===== config.mk =====
export PLATFORM = sky130hd
export DESIGN_NAME = pcm_rom_fetch_arb
export DESIGN_NICKNAME = d
export VERILOG_FILES = /design/src/rtl/pcm_rom_fetch_pkg.sv /design/src/rtl/pcm_rom_fetch_arb_line_buf.sv /design/src/rtl/pcm_rom_fetch_arb.sv
export SDC_FILE = /design/constraint.sdc
export NUM_CORES = 1
export LEC_CHECK = 0
export ABC_AREA = 1
export CAP_MARGIN = 20
export CORE_ASPECT_RATIO = 2
export CORE_MARGIN = 2
export CORE_UTILIZATION = 56
export CTS_BUF_LIST = sky130_fd_sc_hd__clkbuf_4
export CTS_CLUSTER_DIAMETER = 200
export CTS_CLUSTER_SIZE = 10
export DETAILED_ROUTE_END_ITERATION = 12
export PLACE_DENSITY = 0.84
export SKIP_LAST_GASP = 1
export SLEW_MARGIN = 30
export SYNTH_ARGS = -nofsm -noshare
export SYNTH_HDL_FRONTEND = slang
export SYNTH_SLANG_ARGS = --single-unit
export TNS_END_PERCENT = 20

===== constraint.sdc =====
create_clock -name clk_sys -period 9.2 [get_ports clk_sys]
set_input_delay 1.84 -clock clk_sys [delete_from_list [all_inputs] [get_ports clk_sys]]
set_output_delay 1.84 -clock clk_sys [all_outputs]
set_load 0.01 [all_outputs]

===== src/rtl/pcm_rom_fetch_pkg.sv =====
// Shared types and helpers for the PCM sample-ROM fetch arbiter.
// A line is one 64-bit DDRAM word holding eight consecutive ROM bytes.
package pcm_rom_fetch_pkg;

    localparam int LINE_BYTES = 8;
    localparam int LINE_W     = 64;

    typedef enum logic {
        IDLE,
        WAIT
    } fsm_state_t;

    // Byte 0 sits in bits 7:0 of the line.
    function automatic logic [7:0] byte_sel(input logic [LINE_W-1:0] line,
                                            input logic [2:0]        off);
        return line[{off, 3'b000} +: 8];
    endfunction

endpackage


===== src/rtl/pcm_rom_fetch_arb_line_buf.sv =====
// One-line sample buffer for a single requester.
// It holds the tag, valid bit and line data, and provides the hit compare and byte mux.
module line_buf
    import pcm_rom_fetch_pkg::*;
#(
    parameter int ADDR_W = 18
) (
    input  logic              clk_sys,
    input  logic              reset,
    input  logic              flush,
    input  logic              fill,
    input  logic              fill_valid,
    input  logic [ADDR_W-4:0] fill_tag,
    input  logic [LINE_W-1:0] fill_line,
    input  logic [ADDR_W-1:0] look_addr,
    output logic              hit,
    output logic [7:0]        look_byte
);

    logic              valid;
    logic [ADDR_W-4:0] tag;
    logic [LINE_W-1:0] line;

    always_ff @(posedge clk_sys or posedge reset) begin
        if (reset) begin
            valid <= 1'b0;
            tag   <= '0;
            line  <= '0;
        end else begin
            if (flush) begin
                valid <= 1'b0;
            end else if (fill) begin
                valid <= fill_valid;
            end
            if (fill) begin
                tag  <= fill_tag;
                line <= fill_line;
            end
        end
    end

    // A flush in the same cycle as a strobe forces that strobe to miss.
    assign hit       = valid && !flush && (tag == look_addr[ADDR_W-1:3]);
    assign look_byte = byte_sel(line, look_addr[2:0]);

endmodule


===== src/rtl/pcm_rom_fetch_arb.sv =====
// Shares one 64-bit DDRAM read channel between two byte-wide sample-ROM requesters.
// Each requester has its own line buffer; misses are arbitrated round-robin and identical misses are coalesced.
module pcm_rom_fetch_arb
    import pcm_rom_fetch_pkg::*;
#(
    parameter int ADDR_W = 18
) (
    input  logic              clk_sys,
    input  logic              reset,
    input  logic              flush,
    input  logic [ADDR_W-1:0] req0_addr,
    input  logic              req0_rd,
    output logic [7:0]        req0_data,
    output logic              req0_rdy,
    input  logic [ADDR_W-1:0] req1_addr,
    input  logic              req1_rd,
    output logic [7:0]        req1_data,
    output logic              req1_rdy,
    output logic [ADDR_W-4:0] mem_addr,
    output logic              mem_req,
    input  logic [LINE_W-1:0] mem_data,
    input  logic              mem_ready
);

    localparam int LA_W = ADDR_W - 3;

    fsm_state_t        state, state_nxt;
    logic [1:0]        rd_v, pend, hit, fill, rdy_q;
    logic [ADDR_W-1:0] rd_addr  [2];
    logic [ADDR_W-1:0] lat      [2];
    logic [7:0]        hit_byte [2];
    logic [7:0]        data_q   [2];
    logic              rr_ptr, grant, flushed, fill_valid;
    logic [LA_W-1:0]   addr_q;

    assign rd_v       = {req1_rd, req0_rd};
    assign rd_addr[0] = req0_addr;
    assign rd_addr[1] = req1_addr;
    assign req0_rdy   = rdy_q[0];
    assign req1_rdy   = rdy_q[1];
    assign req0_data  = data_q[0];
    assign req1_data  = data_q[1];
    assign fill_valid = !(flush || flushed);

    for (genvar g = 0; g < 2; g++) begin : g_buf
        line_buf #(.ADDR_W(ADDR_W)) u_buf (
            .clk_sys    (clk_sys),
            .reset      (reset),
            .flush      (flush),
            .fill       (fill[g]),
            .fill_valid (fill_valid),
            .fill_tag   (addr_q),
            .fill_line  (mem_data),
            .look_addr  (rd_addr[g]),
            .hit        (hit[g]),
            .look_byte  (hit_byte[g])
        );
    end

    // Filling every pending requester whose line matches covers both the grantee and a coalesced partner.
    always_comb begin
        state_nxt = state;
        mem_req   = 1'b0;
        mem_addr  = addr_q;
        grant     = 1'b0;
        fill      = '0;
        case (state)
            IDLE: begin
                if (|pend) begin
                    mem_req   = 1'b1;
                    grant     = (&pend) ? ~rr_ptr : pend[1];
                    mem_addr  = lat[grant][ADDR_W-1:3];
                    state_nxt = WAIT;
                end
            end
            WAIT: begin
                if (mem_ready) begin
                    for (int k = 0; k < 2; k++) begin
                        fill[k] = pend[k] && (lat[k][ADDR_W-1:3] == addr_q);
                    end
                    state_nxt = IDLE;
                end
            end
            default: state_nxt = IDLE;
        endcase
    end

    always_ff @(posedge clk_sys or posedge reset) begin
        if (reset) begin
            state     <= IDLE;
            pend      <= '0;
            lat[0]    <= '0;
            lat[1]    <= '0;
            rr_ptr    <= 1'b1;
            addr_q    <= '0;
            flushed   <= 1'b0;
            rdy_q     <= '0;
            data_q[0] <= '0;
            data_q[1] <= '0;
        end else begin
            state <= state_nxt;
            if (mem_req) begin
                addr_q  <= mem_addr;
                flushed <= 1'b0;
                if (&pend) begin
                    rr_ptr <= grant;
                end
            end else if (state == WAIT && flush) begin
                flushed <= 1'b1;
            end
            // A strobe while pending is dropped; fill only ever targets pending requesters.
            for (int k = 0; k < 2; k++) begin
                rdy_q[k] <= 1'b0;
                if (rd_v[k] && !pend[k]) begin
                    lat[k] <= rd_addr[k];
                    if (hit[k]) begin
                        rdy_q[k]  <= 1'b1;
                        data_q[k] <= hit_byte[k];
                    end else begin
                        pend[k] <= 1'b1;
                    end
                end else if (fill[k]) begin
                    pend[k]   <= 1'b0;
                    rdy_q[k]  <= 1'b1;
                    data_q[k] <= byte_sel(mem_data, lat[k][2:0]);
                end
            end
        end
    end

endmodule


# Word-level counts from Yosys, hierarchy flattened
# Cells that the tools add are included.
# totals
reg_bits	234
input_bits	106
output_inout_bits	34
word_cells	97
# op_classes
n_lt_le_gt_ge	1
n_eq_ne	8
shift	4
mux	38
bitwise	3
n_reduce_logical	26
# op_table
cell	n
$shiftx 64x7->8	4
$eq 15x15->1	4
$mux 18	3
$mux 8	6
$mux 15	2
$mux 1	24
$reduce_and 2->1	5
$reduce_bool 2->1	5
$logic_and 1x1->1	9
$logic_not 1->1	4
$mux 2	2
$ne 2x1->1 const B	2
$ne 2x2->1 const B	2
$reduce_and 3->1	1
$ge 2x2->1 const B	1
$not 1->1	2
$not 1->2	1
$pmux 1 s2	1
$reduce_or 2->1	1
$logic_or 1x1->1	1

# Longest topological paths before layout
# Gate-level depths: netlist of run 1.
# logic_depth
ltp_word	8
mapped_depth	13
ltp_nobuf	12

# By module
# Synthesis of run 1 repeated with hierarchy kept, for this count alone.
# hier_totals
cells_unflattened	1847
area_unflattened_um2	12802.3
# by_module_without_submodules
mod	n_inst	cells_per_inst	area_per_inst_um2	seq_area_each_um2
line_buf	2	535	3921.3	2001.9
pcm_rom_fetch_arb	1	777	4959.8	1853.0

# Worst setup path after synthesis of run 1
# No wires, ideal clock.
# synth_path
path_kind	register to output
start	reg pend[1]
end	out mem_addr[10]
arrival_time_ns	1.304
required_ns	7.360
slack_ns	6.056
path_stages_with_launch	6
n_path_buf	2
path_cell_list	dfrtp_1 > inv_1 > a21oi_1 > clkbuf_1 > clkbuf_1 > o22ai_1
# synth_between
elab_chain_cells	8
elab_cells_between_ends	9
classes_between	6 x mux; 1 x bitwise; 2 x reduce/logical
# synth_lines
item	line	source
start: declaration	pcm_rom_fetch_arb.sv:28	logic [1:0] rd_v, pend, hit, fill, rdy_q;
start signal: assignment	pcm_rom_fetch_arb.sv:91	pend <= '0;
start signal: indexed assignment	pcm_rom_fetch_arb.sv:120	pend[k] <= 1'b1;
start signal: indexed assignment	pcm_rom_fetch_arb.sv:123	pend[k] <= 1'b0;
$reduce_and 2->1	n/a	
$mux 1	pcm_rom_fetch_arb.sv:71	grant = (&pend) ? ~rr_ptr : pend[1];
$not 1->2 (implied by the code)	pcm_rom_fetch_arb.sv:72	mem_addr = lat[grant][ADDR_W-1:3];
$mux 18 (implied by the code) (3 in a row)	pcm_rom_fetch_arb.sv:72	
$mux 15 (*)	pcm_rom_fetch_arb.sv:69	if (|pend) begin
$mux 15 (*)	pcm_rom_fetch_arb.sv:67	case (state)
end: declaration	pcm_rom_fetch_arb.sv:19	output logic [ADDR_W-4:0] mem_addr,
# Mark *: on every way between the ends. The rest lies on a longest branch, timed or not. The select of a mux whose other input is x is not followed.

# Worst setup path after layout of run 1
# layout_path
start	reg pend[0]
end	out mem_addr[5]
# Same word-level chain as after synthesis.

==> results of run 1 <==
cell type report:
class / count / area [µm²] / share of cell area
flip-flops and latches: 234 / 5860 / 0.395
well taps: 283 / 354 / 0.0239
clock buffers: 37 / 278 / 0.0187
repair buffers: 149 / 1520 / 0.102
clock inverters: 1 / 8.76 / 0.000590
diodes: 2 / 5.00 / 0.000337
inverters: 261 / 987 / 0.0665
multi-input cells: 1318 / 5830 / 0.393
sequential cells by signal, summed over array words and instances (netlist names):
name / flops
addr_q: 15
rdy_q: 2
lat: 36
req1_data: 8
flushed: 1
g_buf.u_buf.valid: 2
state: 1
g_buf.u_buf.line: 128
g_buf.u_buf.tag: 30
req0_data: 8
pend: 2
rr_ptr: 1
cell families (layout without fill, tap and decap cells):
family	Yosys count	count (layout)
xor gates and xnor gates	1	1
other	0	2
AOI/OAI and AO/OA	320	320
DFF	234	234
buffers and inverters	346	448
and+or+nand+nor	997	997
through the flow:
step	cells	power, mW
5_1_grt	2285	3.79
3_5_place_dp	2244	2.98
2_1_floorplan	1898	2.41
4_1_cts	2282	3.51
6_report	2285	3.53
3_3_place_gp	2243	2.94
critical path: stages (launching register included):
cell	delay, ns
dfrtp_1	0.49
nand2_1	0.09
nand2_1	0.34
inv_1	0.48
o21ai_0	0.20
o22ai_1	0.34
clkdlybuf4s50_1	0.61
per-layer routing:
layer  GRT usage  vias to the layer above  wire [µm]
met3      0.0355                      105       3140
met2       0.450                      588      16300
met1       0.423                     5576      15100
met4       0.132                        0       1720
li1            -                     6036          -
met5           0                        -          0
power groups by stage:
stage | Sequential, mW | Combinational [mW] | Clock, mW
floorplan | 1.41 | 0.999 | 0
global route | 1.52 | 1.69 | 0.580
global placement | 1.49 | 1.46 | 0
detailed placement | 1.49 | 1.49 | 0
CTS | 1.47 | 1.49 | 0.543
finish | 1.48 | 1.51 | 0.535
synthesized netlist by cell type:
master	number	area [µm²]
nand2_2	3	18.8
buf_2	12	60.1
buf_6	7	78.8
o21bai_1	1	7.51
buf_1	1	3.75
o21ai_0	180	901
nand2_1	674	2530
nor2_4	2	22.5
o21ai_1	9	45.0
clkinv_1	3	11.3
o211ai_1	18	135
nand2_4	2	22.5
nor2_2	2	12.5
inv_1	243	912
xnor2_1	1	8.76
nor2_1	233	875
dfrtp_1	233	5830
dfstp_2	1	26.3
a21oi_1	23	115
o22ai_1	30	188
inv_2	15	56.3
clkbuf_1	65	244
a21oi_2	59	517
nand3_1	81	405
worst paths after layout:
kind	from	end	slack (ns)	cells past startpoint
setup / recovery	pend[0]	mem_addr[5]	4.06	6
hold / removal	g_buf[0].u_buf.line[13]	g_buf[0].u_buf.line[13]	0.49	2
setup reg to reg	addr_q[10]	g_buf[0].u_buf.line[17]	6.29	10
hold reg to reg	g_buf[0].u_buf.line[13]	g_buf[0].u_buf.line[13]	0.49	2
max in group asynchronous	reset	g_buf[0].u_buf.line[35]	6.29	4
min in group asynchronous	reset	addr_q[6]	1.55	2
==> flow_metrics.tcl, run 1 <==
set metrics [dict create \
    yosys.cell_types.count 24 \
    synth-seq-cells 234 \
    clkTransAtPathRegs_ns 0.12 \
    top_level_ports 140 \
    placed_area_mm2 0.0145 \
    overflow 0 \
    cp-end-kind "primary output" \
    drive_gt1_frac 0.0690 \
    pre_cts_ws_ns 4.54 \
    postCtsResizedCells 0 \
    power.density_mw_per_mm2 238 \
    final_util 0.644 \
    die_y_um 220 \
    leakage_nw 7.87 \
    clockBufferDepth 3 \
    design_area_mm2 0.0148 \
    setup_viol 0 \
    drt-initial-drc-count 1305 \
    syn-num-nets 2004 \
    synth_top_family_by_area "simple AND/OR/NAND/NOR gates" \
    synth_fa_ha_area_frac 0 \
    grt_pass1_wl_um 58000 \
    crit_fanout 16 \
    firstDrtPassIters 6 \
    layout_commonest_cell "nand2_1" \
    max_freq_mhz 194 \
    maxSlewViolCount 0 \
    ir_drop_mv 0.126 \
    period_share 0.559 \
    finClkSkew_ns 0.0796 \
    fillers 2101 \
    synth_area_per_cell_um2 6.86 \
    vias_per_cell 5.39 \
    status "finished clean" \
    antenna_found_initial 1 \
    drc 0 \
    max_slew_margin 0.383 \
    vias 12300 \
    numCtsBuffers 27 \
    synth_compound_area_frac 0.146 \
    critPathKind "register to primary output" \
    required_ns 7.36 \
    arrival_ns 3.30 \
    ant_nets 0 \
    nets 2097 \
    p_int_mw 2.02 \
    core_mm2 0.0230 \
    totalWireLength_um 36300 \
    ys_seq_area_frac 0.450 \
    hold_buffers 0 \
    grt_pass1_vias 11300 \
    hold_viol_final 0 \
    track_usage 0.294 \
    grt_max_degree 171 \
    cts_tree "built" \
    htreeDepth 1 \
    place_congestion 0.932 \
    synth_area_mm2 0.0130 \
    place_hpwl_um 25600 \
    synthSimpleGateAreaFrac 0.298 \
    layout_min_cycle_time_ns 5.14 \
    synth_xor_area_frac 0.000672 \
    start_util 0.566 \
    tightest_slew_ns 0.924 \
    syn_to_final_growth_pct 13.9 \
    swShare 0.427 \
    holdWs_ns 0.491 \
    worst_setup_path_start_kind "register" \
    postCtsSetupBuffers 0 \
    rows 79 \
    hold_class "register to register" \
    p_clk_frac 0.151 \
    rsz0062_at_grt "false" \
    synth.mux.area_fraction 0 \
    die_x_um 112 \
    place.port_buffers 139 \
    layout_common_cells "672 x nand2_1, 241 x inv_1, 233 x nor2_1" \
    clk_latency_ns 0.75 \
    ys_warn_count 0 \
    synth_cells 1898 \
    worst_slack_ns 4.06 \
    clock-sinks 234 \
    max-cap-violations 0 \
    dieArea_mm2 0.0246 \
    tns_ns 0 \
    wl_per_cell_um 15.9 \
    p_sw_mw 1.51 \
    p_comb_frac 0.428 \
    cts_root_buf "clkbuf_4" \
    seqPwrFrac 0.420 \
]
Power figures use the tool's default switching activity.
==> run 2, diff against run 1 <==
clock period = 5.25 ns   (was 9.2 ns; I/O delays follow)
==> flow_metrics.tcl, run 2 (synthesized netlist as in run 1, its figures left out) <==
set metrics [dict create \
    ff2ff_path_depth 10 \
    setup_viol 0 \
    worst_setup_path_start_kind "register" \
    nets 2099 \
    p_clk_frac 0.155 \
    ir_drop_mv 0.233 \
    drc 0 \
    hold_class "register to register" \
    ant_nets 0 \
    p_sw_mw 2.61 \
    hold_depth 2 \
    regToRegSetupSlack_ns 2.39 \
    die_x_um 112 \
    numCtsBuffers 27 \
    cts_root_buf "clkbuf_4" \
    postCtsSetupBuffers 0 \
    vias 12200 \
    final_util 0.644 \
    p_comb_frac 0.425 \
    clock-sinks 234 \
    largest_reg_flops 128 \
    wl_per_cell_um 15.4 \
    syn_to_final_growth_pct 13.8 \
    max_slew_margin 0.364 \
    finClkSkew_ns 0.0426 \
    required_ns 4.20 \
    start_util 0.566 \
    regToRegStartpoint "addr_q[9]" \
    tightest_slew_ns 0.954 \
    top_level_ports 140 \
    die_y_um 220 \
    core_mm2 0.0230 \
    drt-initial-drc-count 1125 \
    hold_start "g_buf[0].u_buf.line[52]" \
    period_share 0.807 \
    place_hpwl_um 25300 \
    cp-end-kind "primary output" \
    busiest_layer "met2" \
    leakage_nw 7.86 \
    critPathKind "register to primary output" \
    vias_per_cell 5.32 \
    htreeDepth 1 \
    totalWireLength_um 35300 \
    met2_usage 0.450 \
    max-cap-violations 0 \
    overflow 0 \
    arrival_ns 3.19 \
    seqPwrFrac 0.421 \
    tns_ns 0 \
    swShare 0.423 \
    maxSlewViolCount 0 \
    postCtsResizedCells 0 \
    layout_commonest_cell "nand2_1" \
    place_congestion 0.922 \
    clkTransAtPathRegs_ns 0.10 \
    clk_latency_ns 0.75 \
    firstDrtPassIters 6 \
    min_to "g_buf[0].u_buf.line[52]" \
    grtUsageMet3 0.0421 \
    drive_gt1_frac 0.0704 \
    place.port_buffers 139 \
    gr-usage-met1 0.413 \
    clockBufferDepth 3 \
    power.density_mw_per_mm2 416 \
    max_freq_mhz 236 \
    layout_common_cells "672 x nand2_1, 241 x inv_1, 233 x nor2_1" \
    reg.largest.list "g_buf.u_buf.line: 128 flops, lat: 36 flops, g_buf.u_buf.tag: 30 flops" \
    rsz0062_at_grt "false" \
    grt_pass1_wl_um 57200 \
    antenna_found_initial 1 \
    reg2reg_to "g_buf[1].u_buf.line[11]" \
    hold_viol_final 0 \
    p_int_mw 3.56 \
    grt_max_degree 125 \
    crit_fanout 16 \
    regMostFlops "g_buf.u_buf.line" \
    rows 79 \
    hold_buffers 0 \
    grt_pass1_vias 11100 \
    status "finished clean" \
    cts_tree "built" \
    dieArea_mm2 0.0246 \
    layout_min_cycle_time_ns 4.24 \
    track_usage 0.290 \
]
-- run 2: worst max-delay path by stage --
stage	startpoint	to	slack, ns	cells after the start
final	rr_ptr	mem_addr[0]	1.01	6
after global routing	rr_ptr	mem_addr[2]	0.81	6
after floorplan	reset	addr_q[0]	1.14	1
after global placement	mem_ready	req1_data[5]	1.53	11
after detailed placement	mem_ready	g_buf[1].u_buf.line[11]	1.49	9
after CTS	rr_ptr	mem_addr[0]	0.98	6
-- run 2: cell type report --
class / instances / area [µm²]
clock buffer: 38 / 285
clock inverter: 2 / 12.5
tap: 283 / 354
antenna: 1 / 2.50
sequential: 234 / 5860
multi-input combinational: 1318 / 5830
inverter: 261 / 983
fill: 2045 / 8200
timing repair buffer: 151 / 1510
-- run 2: per-layer routing --
metal,vias to the layer above,routed length [µm]
li1,6048,-
met1,5484,14700
met2,545,16000
met3,95,3180
met4,0,1390
met5,-,0
-- run 2: metrics by stage --
| step | total power, mW | hold slack [ns] | std cells | worst slack (ns) | instance area (µm²) |
|---|---|---|---|---|---|
| after CTS | 6.16 | 0.495 | 2287 | 0.984 | 14800 |
| final | 6.16 | 0.490 | 2288 | 1.01 | 14800 |
| after floorplan | 4.23 | 0.448 | 1898 | 1.14 | 13000 |
| after global placement | 5.14 | 0.461 | 2247 | 1.53 | 14500 |
| after detailed placement | 5.20 | 0.468 | 2247 | 1.49 | 14500 |
| after global routing | 6.64 | 0.524 | 2288 | 0.808 | 14800 |
-- run 2: power by group through the flow --
| stage | Clock, mW | Sequential, mW | Combinational (mW) |
|---|---|---|---|
| final | 0.952 | 2.59 | 2.62 |
| after global routing | 1.04 | 2.65 | 2.96 |
| after CTS | 0.981 | 2.58 | 2.60 |
| after detailed placement | 0 | 2.60 | 2.59 |
| after global placement | 0 | 2.60 | 2.54 |
| after floorplan | 0 | 2.47 | 1.75 |
-- run 2: worst max-delay path, stage by stage, from the launching register on --
cell and delay [ns]:
dfstp_2 0.56, nand2_1 0.05, nand2_1 0.42, inv_1 0.35
o21ai_0 0.38, o22ai_1 0.18, clkdlybuf4s50_1 0.51
==> run 3, diff against run 2 <==
CORE_UTILIZATION = 53   (was 56)
clock period = 3.7 ns   (was 5.25 ns; I/O delays follow)
==> flow_metrics.tcl, run 3 (synthesized netlist as in run 1, its figures left out) <==
set metrics [dict create \
    nets 2114 \
    max-cap-violations 0 \
    overflow 0 \
    rsz0062_at_grt "false" \
    cp.buffers_inverters 3 \
    cp-end-kind "primary output" \
    drc 0 \
    regMostFlops "g_buf.u_buf.line" \
    design_area_mm2 0.0150 \
    place_hpwl_um 30900 \
    required_ns 2.96 \
    layout_common_cells "673 x nand2_1, 242 x inv_1, 233 x nor2_1, 233 x dfrtp_1, 180 x o21ai_0" \
    max_freq_mhz 282 \
    drive_gt1_frac 0.0763 \
    largest_reg_flops 128 \
    leakage_nw 7.96 \
    wl_per_cell_um 17.7 \
    vias_per_cell 5.40 \
    clkTransAtPathRegs_ns 0.13 \
    clock-sinks 234 \
    multi_input_area_mm2 0.00582 \
    place_congestion 0.958 \
    clk_latency_ns 0.76 \
    clockBufferDepth 3 \
    regArea_mm2 0.00586 \
    period_share 0.959 \
    regToRegStartpoint "addr_q[5]" \
    setup_viol 0 \
    postCtsSetupBuffers 0 \
    dieArea_mm2 0.0259 \
    final_util 0.616 \
    reg2reg_to "g_buf[1].u_buf.line[19]" \
    totalWireLength_um 40900 \
    arrival_ns 2.81 \
    cts_tree "built" \
    place.port_buffers 139 \
    dp.cells 2269 \
    die_x_um 115 \
    status "finished clean" \
    ant_nets 0 \
    drt-initial-drc-count 1167 \
    core_mm2 0.0243 \
    cp_top_family "buffers and inverters" \
    hold_class "input pin to async pin" \
    rows 81 \
    grt_pass1_vias 12100 \
    crit_start "pend[1]" \
    critPathKind "register to primary output" \
    crit_path_max_incr_delay_ns 0.59 \
    worst_setup_path_start_kind "register" \
    layout.cells.non_filler 2310 \
    path_cells "inv_1 -> a21oi_2 -> buf_8 -> o21ai_0 -> o22ai_1 -> clkdlybuf4s50_1" \
    firstDrtPassIters 5 \
    reg.largest.list "g_buf.u_buf.line: 128 flops, lat: 36 flops, g_buf.u_buf.tag: 30 flops" \
    crit_fanout 47 \
    fillers 2238 \
    met2_length_um 21000 \
    maxSlewViolCount 0 \
    top_level_ports 140 \
    grt_max_degree 83 \
    numCtsBuffers 27 \
    wl_met1_um 14300 \
    htreeDepth 1 \
    met3_length_um 1830 \
    finClkSkew_ns 0.0581 \
    critPathSlowestCell "clkdlybuf4s50_1" \
    tightest_slew_ns 0.809 \
    vias 12500 \
    die_y_um 226 \
    syn_to_final_growth_pct 15.1 \
    layout_min_cycle_time_ns 3.55 \
    ff2ff_path_depth 10 \
    power.density_mw_per_mm2 604 \
    placed_area_mm2 0.0147 \
    grt_pass1_wl_um 64100 \
    hold_viol_final 0 \
    antenna_found_initial 1 \
    cts_root_buf "clkbuf_4" \
    track_usage 0.322 \
    hold_buffers 0 \
    start_util 0.536 \
    layout_commonest_cell "nand2_1" \
    total_power_mw 9.06 \
    postCtsResizedCells 0 \
    max_slew_margin 0.459 \
    top_layer "met4" \
    ir_drop_mv 0.345 \
    regToRegSetupSlack_ns 0.80 \
]
==> run 3: cell count changes in the layout (fill, tap and decap cells not counted), sizes merged <==
cell,delta
buf,+15
clkinv,-1
inv,+1
==> run 3: how the worst max path moves through the flow <==
stage,cells after the start,end,slack [ns]
2_1_floorplan,1,addr_q[0],-0.10
3_3_place_gp,8,g_buf[0].u_buf.line[16],0.64
3_5_place_dp,8,g_buf[0].u_buf.line[18],0.62
4_1_cts,6,mem_addr[2],0.02
5_1_grt,6,mem_addr[2],0.01
6_report,6,mem_addr[2],0.15
==> run 3: area by class of cell <==
cell class | count | share of cell area
diodes | 1 | 0.000167
clock buffers | 38 | 0.0190
clock inverters | 2 | 0.000835
inverters | 261 | 0.0656
multi-input cells | 1318 | 0.388
flip-flops and latches | 234 | 0.391
well taps | 290 | 0.0242
repair buffers | 166 | 0.111
==> run 3: layer usage <==
metal,GRT usage,up-vias
met1,0.342,5777
met3,0.0373,179
met5,0,-
met2,0.569,467
li1,-,6061
met4,0.248,0
==> run 3: worst reg2reg max path, cell delays in order, from the launching register on <==
cell and delay (ns):
dfrtp_1 0.48, inv_2 0.16, nand2_1 0.09, nand2_1 0.05
nor2_1 0.13, nand2_1 0.11, nor2_4 0.52, nand2_8 0.52
buf_12 0.47, nor2_1 0.20, a21oi_2 0.04
==> run 3: metrics by stage <==
| step | hold WS [ns] | setup TNS (ns) | setup WS [ns] |
|---|---|---|---|
| finish | 0.482 | 0 | 0.153 |
| global route | 0.514 | 0 | 0.0142 |
| CTS | 0.488 | 0 | 0.0206 |
| detailed placement | 0.467 | 0 | 0.620 |
| global placement | 0.461 | 0 | 0.635 |
| floorplan | 0.448 | -24.02 | -0.103 |
==> run 3: power by group <==
group | leakage [nW] | switching [mW] | internal, mW
Combinational | 5.03 | 2.40 | 1.52
Clock | 0.183 | 0.901 | 0.466
Sequential | 2.75 | 0.669 | 3.10
